**src/rtl/dm_access_ctrl.sv**
```systemverilog
// Data-memory access controller: turns byte/half/word load-store requests into
// word read, read-modify-write and word write cycles on a word-only memory port.
module dm_access_ctrl #(
  parameter int MEM_WORDS  = 1024,
  parameter bit BIG_ENDIAN = 1'b0
) (
  input  logic        clk,
  input  logic        rst,
  input  logic        req_valid,
  output logic        req_ready,
  input  logic        req_we,
  input  logic [1:0]  req_size,
  input  logic        req_signed,
  input  logic [31:0] req_addr,
  input  logic [31:0] req_wdata,
  output logic        resp_valid,
  output logic [31:0] resp_rdata,
  output logic        resp_err,
  output logic        mem_wr,
  output logic [31:0] mem_a,
  output logic [31:0] mem_wd,
  input  logic [31:0] mem_dr
);

  localparam logic [1:0] S_IDLE = 2'd0;
  localparam logic [1:0] S_RD   = 2'd1;
  localparam logic [1:0] S_WR   = 2'd2;
  localparam logic [1:0] S_RESP = 2'd3;

  localparam logic [31:0] LP_MEM_WORDS = 32'(MEM_WORDS);

  logic [1:0]  r_state;
  logic [31:0] r_addr;
  logic [1:0]  r_size;
  logic        r_we;
  logic        r_signed;
  logic [31:0] r_wdata;
  logic [31:0] r_buf;
  logic        r_resp_valid;
  logic [31:0] r_resp_rdata;
  logic        r_resp_err;
  logic        w_err;

  // Lane index of a byte offset / half offset, honouring byte order.
  function automatic logic [1:0] f_byte_lane(input logic [1:0] off);
    return BIG_ENDIAN ? ~off : off;
  endfunction

  function automatic logic f_half_lane(input logic off1);
    return BIG_ENDIAN ? ~off1 : off1;
  endfunction

  function automatic logic [31:0] f_merge(input logic [31:0] word, input logic [31:0] wdata,
                                          input logic [1:0] size, input logic [1:0] off);
    logic [31:0] m;
    m = word;
    case (size)
      2'b00:   m[{f_byte_lane(off), 3'b000} +: 8]  = wdata[7:0];
      2'b01:   m[{f_half_lane(off[1]), 4'b0000} +: 16] = wdata[15:0];
      default: m = wdata;
    endcase
    return m;
  endfunction

  function automatic logic [31:0] f_load(input logic [31:0] word, input logic [1:0] size,
                                         input logic sgn, input logic [1:0] off);
    logic [7:0]  b;
    logic [15:0] h;
    b = word[{f_byte_lane(off), 3'b000} +: 8];
    h = word[{f_half_lane(off[1]), 4'b0000} +: 16];
    case (size)
      2'b00:   return {{24{sgn & b[7]}}, b};
      2'b01:   return {{16{sgn & h[15]}}, h};
      default: return word;
    endcase
  endfunction

  always_comb begin
    w_err = (req_size == 2'b11)
          | ((req_size == 2'b01) & req_addr[0])
          | ((req_size == 2'b10) & (|req_addr[1:0]))
          | ({2'b00, req_addr[31:2]} >= LP_MEM_WORDS);
  end

  assign req_ready  = (r_state == S_IDLE);
  assign mem_wr     = (r_state == S_WR) & ~rst;
  assign mem_a      = {r_addr[31:2], 2'b00};
  assign mem_wd     = f_merge(r_buf, r_wdata, r_size, r_addr[1:0]);
  assign resp_valid = r_resp_valid;
  assign resp_rdata = r_resp_rdata;
  assign resp_err   = r_resp_err;

  always_ff @(posedge clk) begin
    if (rst) begin
      r_state      <= S_IDLE;
      r_addr       <= '0;
      r_size       <= '0;
      r_we         <= 1'b0;
      r_signed     <= 1'b0;
      r_wdata      <= '0;
      r_buf        <= '0;
      r_resp_valid <= 1'b0;
      r_resp_rdata <= '0;
      r_resp_err   <= 1'b0;
    end else begin
      r_resp_valid <= 1'b0;
      r_resp_rdata <= '0;
      r_resp_err   <= 1'b0;
      case (r_state)
        S_IDLE: begin
          if (req_valid) begin
            r_addr   <= req_addr;
            r_size   <= req_size;
            r_we     <= req_we;
            r_signed <= req_signed;
            r_wdata  <= req_wdata;
            if (w_err) begin
              r_state      <= S_RESP;
              r_resp_valid <= 1'b1;
              r_resp_err   <= 1'b1;
            end else if (req_we && req_size == 2'b10) begin
              r_state <= S_WR;
            end else begin
              r_state <= S_RD;
            end
          end
        end
        S_RD: begin
          r_buf <= mem_dr;
          if (r_we) begin
            r_state <= S_WR;
          end else begin
            // Extend straight from the memory word; the buffer updates on this same edge.
            r_state      <= S_RESP;
            r_resp_valid <= 1'b1;
            r_resp_rdata <= f_load(mem_dr, r_size, r_signed, r_addr[1:0]);
          end
        end
        S_WR: begin
          r_state      <= S_RESP;
          r_resp_valid <= 1'b1;
        end
        default: r_state <= S_IDLE;
      endcase
    end
  end

endmodule

```
**config.mk**
```make
export PLATFORM = sky130hd
export DESIGN_NAME = dm_access_ctrl
export DESIGN_NICKNAME = d
export VERILOG_FILES = /design/src/rtl/dm_access_ctrl.sv
export SDC_FILE = /design/constraint.sdc
export NUM_CORES = 1
export LEC_CHECK = 0
export CORE_MARGIN = 3
export CORE_UTILIZATION = 50
export CTS_CLUSTER_DIAMETER = 80
export DETAILED_ROUTE_END_ITERATION = 8
export PLACE_DENSITY = 0.86
export SYNTH_ARGS = -nofsm -noshare
export SYNTH_HDL_FRONTEND = slang
export SYNTH_SLANG_ARGS = --single-unit
```
**constraint.sdc**
```tcl
create_clock -name clk -period 3 [get_ports clk]
set_clock_uncertainty 0.05 [all_clocks]
set_input_delay 0.6 -clock clk [delete_from_list [all_inputs] [get_ports clk]]
set_output_delay 0.6 -clock clk [all_outputs]
set_load 0.02 [all_outputs]
```
==> impl_metrics.ini <==
[global_route]
first_global_vias = 5737
grt.overflow.total = 0
antenna_violations_before_repair = 0
global_route.usage.total_pct = 28.8
grt_first_pass_wirelength_um = 30000
maximum_number_of_pins_on_one_net_before_global_route_repair = 57

[critical_path]
worst_setup_path_start = r_addr[1]
critical_path_sink_type = output pin
worstPathCellList = inv_2, ha_2, nor2b_1, and3_4, a22oi_1, o21ai_0, clkdlybuf4s15_2
cp.arrival_ns = 2.26
slowest_stage = ha_2
timing_worst_setup_path_type = reg2out
rr_startpoint = r_size[1]
start_kind = flop
worst_ep_required_time_ns = 2.35
path_max_fanout = 8
worst_path_largest_cell_delay_ns = 0.39
r2r.worst_path.cells = 5

[finish]
layout.area.seq_um2 = 2730
finish.utilization_pct = 74.3
final_net_count = 1014
final_common_cell = nand2_1
syn_to_final_growth_pct = 41.5
mostFrequentLayoutCells = nand2_1 (182), clkdlybuf4s50_1 (167), dfxtp_1 (133)
post_layout_nonfiller_instances = 1079
filler_cell_count = 892
insertedDiodeCount = 0
drive_above_1_share_pct = 11.3
multi_input_area_um2 = 2960

[sta]
finalWorstPathRequiredPeriod_ns = 2.91
setup_viol = 0
fin_crit_sh_pct = 97.0
setup_slack_ns = 0.0898
maxSlewHeadroom_pct = 46.6
hold_ws_ns = 0.402
report.final.slew_viol_count = 0
rsz0062_at_grt = no
clock.fmax_ghz = 0.344
timing_worst_slew_pin_value_ns = 0.799
hold_violation_count_in_the_final_report = 0

[drt]
drt_wl_total_um = 19600
drtAntennaViolNets = 0
remaining_drc_errors = 0
drt-wirelength-per-cell_um = 18.1
detailroute.via_count = 5919
post_drt_via_cell_ratio = 5.49
drtPass1Iterations = 5
drtIter0Drc = 475

[floorplan]
core_area_um2 = 11800
ios = 203
die_h_um = 117
design.die.area_um2 = 13700
die_w_um = 117
floorplan.rows = 39
initial_utilization_pct = 52.5

[logic_synthesis]
synth-edff-count = 0
post_syn_area_um2 = 6170
ys_seq_elements = 136
synth_sequential_area_ratio_pct = 44.1
syn_area_per_cell_um2 = 8.32
yosysWarnings = 0
yosys.cell_types.count = 50
post_synth_inst_count = 742
synth_async_sr_flop_share_pct = 0
yosys_most_used_dff = dfxtp_1

[clock_tree]
cts.sink_count = 136
clk_latency_ns = 0.42
cts_htree_levels = 4
clock-root-buffer = clkbuf_16
tritoncts.num_buffers = 17
path_clk_slew_ns = 0.06
cts_tree = yes
ctsLongestPathBuffers = 2

[placement]
dpl.hpwl_um = 13700
detailedPlace.worstSlack_ns = -0.0226
port-buffer-count = 200
gp_congestion = 0.920
dpl.cell_count = 1043

[power_and_ir_drop]
power.density_nw_per_um2 = 834
irDropWorstVdd_mv = 0.545
total_power_w = 0.00728
leakage_power_nw = 3.38

[job]
maxCapViolations = 0

[status]
outcome = finished clean

[hold_path]
hold_start = r_addr[22]
min_path_cells = 2
hold_class = reg2reg
[cell families (layout without fill, tap and decap cells)]
family                     after synthesis  after routing  share of synthesized area (%)
other                                    1              2                         0.0607
DFF                                    136            136                           44.1
AOI/OAI and AO/OA                      193            193                           20.1
adders and majority gates                9              9                           1.82
buffers and inverters                   99            271                           8.55
and+or+nand+nor                        254            254                           17.0
muxes                                   50             50                           8.45
[power by group]
group	leakage [nW]	switching, W	internal, W
combinational	1.95	0.00151	0.00114
sequential	1.11	0.000261	0.00213
clock	0.313	0.000783	0.00146
total	3.38	0.00255	0.00473
[through the flow]
| step | instance area, µm² | setup TNS (ns) |
|---|---|---|
| 2_1_floorplan | 6180 | 0 |
| 3_3_place_gp | 8080 | -0.0199 |
| 3_5_place_dp | 8080 | -0.0226 |
| 4_1_cts | 8790 | 0 |
| 5_1_grt | 8740 | 0 |
| 6_report | 8740 | 0 |
[path summary, 6_finish.rpt]
| kind | end | slack (ns) |
|---|---|---|
| worst min-delay path | r_addr[22] | 0.40 |
| worst max register to register | resp_rdata[29] | 0.92 |
| worst max-delay path | mem_wd[13] | 0.09 |
| worst min register to register | r_addr[22] | 0.40 |
[repair_timing]
item | in CTS | in global routing
resized for setup | 66 | 30
pin swaps | 1 | 1
hold buffers | 0 | 0
buffers inserted | 2 | 1
setup endpoints to repair | 32 | 23
cloned | 1 | 0
[worst max-delay path: cells and delay by family, from the launching register on]
family | cells | cell delay, ns
compound gates | 2 | 0.27
fa+ha+maj | 1 | 0.39
buf+inv | 2 | 0.34
flops | 1 | 0.38
simple gates | 2 | 0.44
[synth_stat cells (6+ instances only)]
master / number / area (µm²)
a22o_1: 24 / 210
buf_4: 34 / 255
a22oi_1: 10 / 75.1
a221o_1: 8 / 80.1
dfxtp_1: 136 / 2720
a21o_1: 17 / 128
nand2_1: 183 / 687
ha_1: 9 / 113
clkbuf_1: 29 / 109
nor2_1: 37 / 139
a221oi_1: 6 / 52.6
buf_1: 9 / 33.8
nand3_1: 9 / 45.0
mux2_2: 7 / 78.8
mux2i_1: 42 / 420
a21oi_1: 105 / 526
inv_1: 12 / 45.0
o21ai_0: 9 / 45.0
buf_2: 10 / 50.1
[sequential cells by signal, summed over array words and instances, names as in the netlist]
signal / count
r_addr: 32
r_buf: 32
r_wdata: 32
resp_rdata: 32
r_size: 2
r_state: 2
r_signed: 1
r_we: 1
resp_err: 1
resp_valid: 1
[metal layers]
layer,up-vias,share of wire [%],global-route usage (%)
met5,-,0,0
met4,0,4.0,13.6
met3,46,10,11.0
met2,287,46,45.7
met1,2759,40,34.4
li1,2827,-,-
[area by class of cell]
| cell class | count | area share, % |
|---|---|---|
| Clock buffer | 21 | 5.39 |
| Clock inverter | 11 | 1.93 |
| Inverter | 14 | 0.602 |
| Multi-Input combinational cell | 508 | 33.8 |
| Sequential cell | 136 | 31.2 |
| Tap cell | 164 | 2.35 |
| Timing Repair Buffer | 225 | 24.6 |
Power figures use the tool's default switching activity.
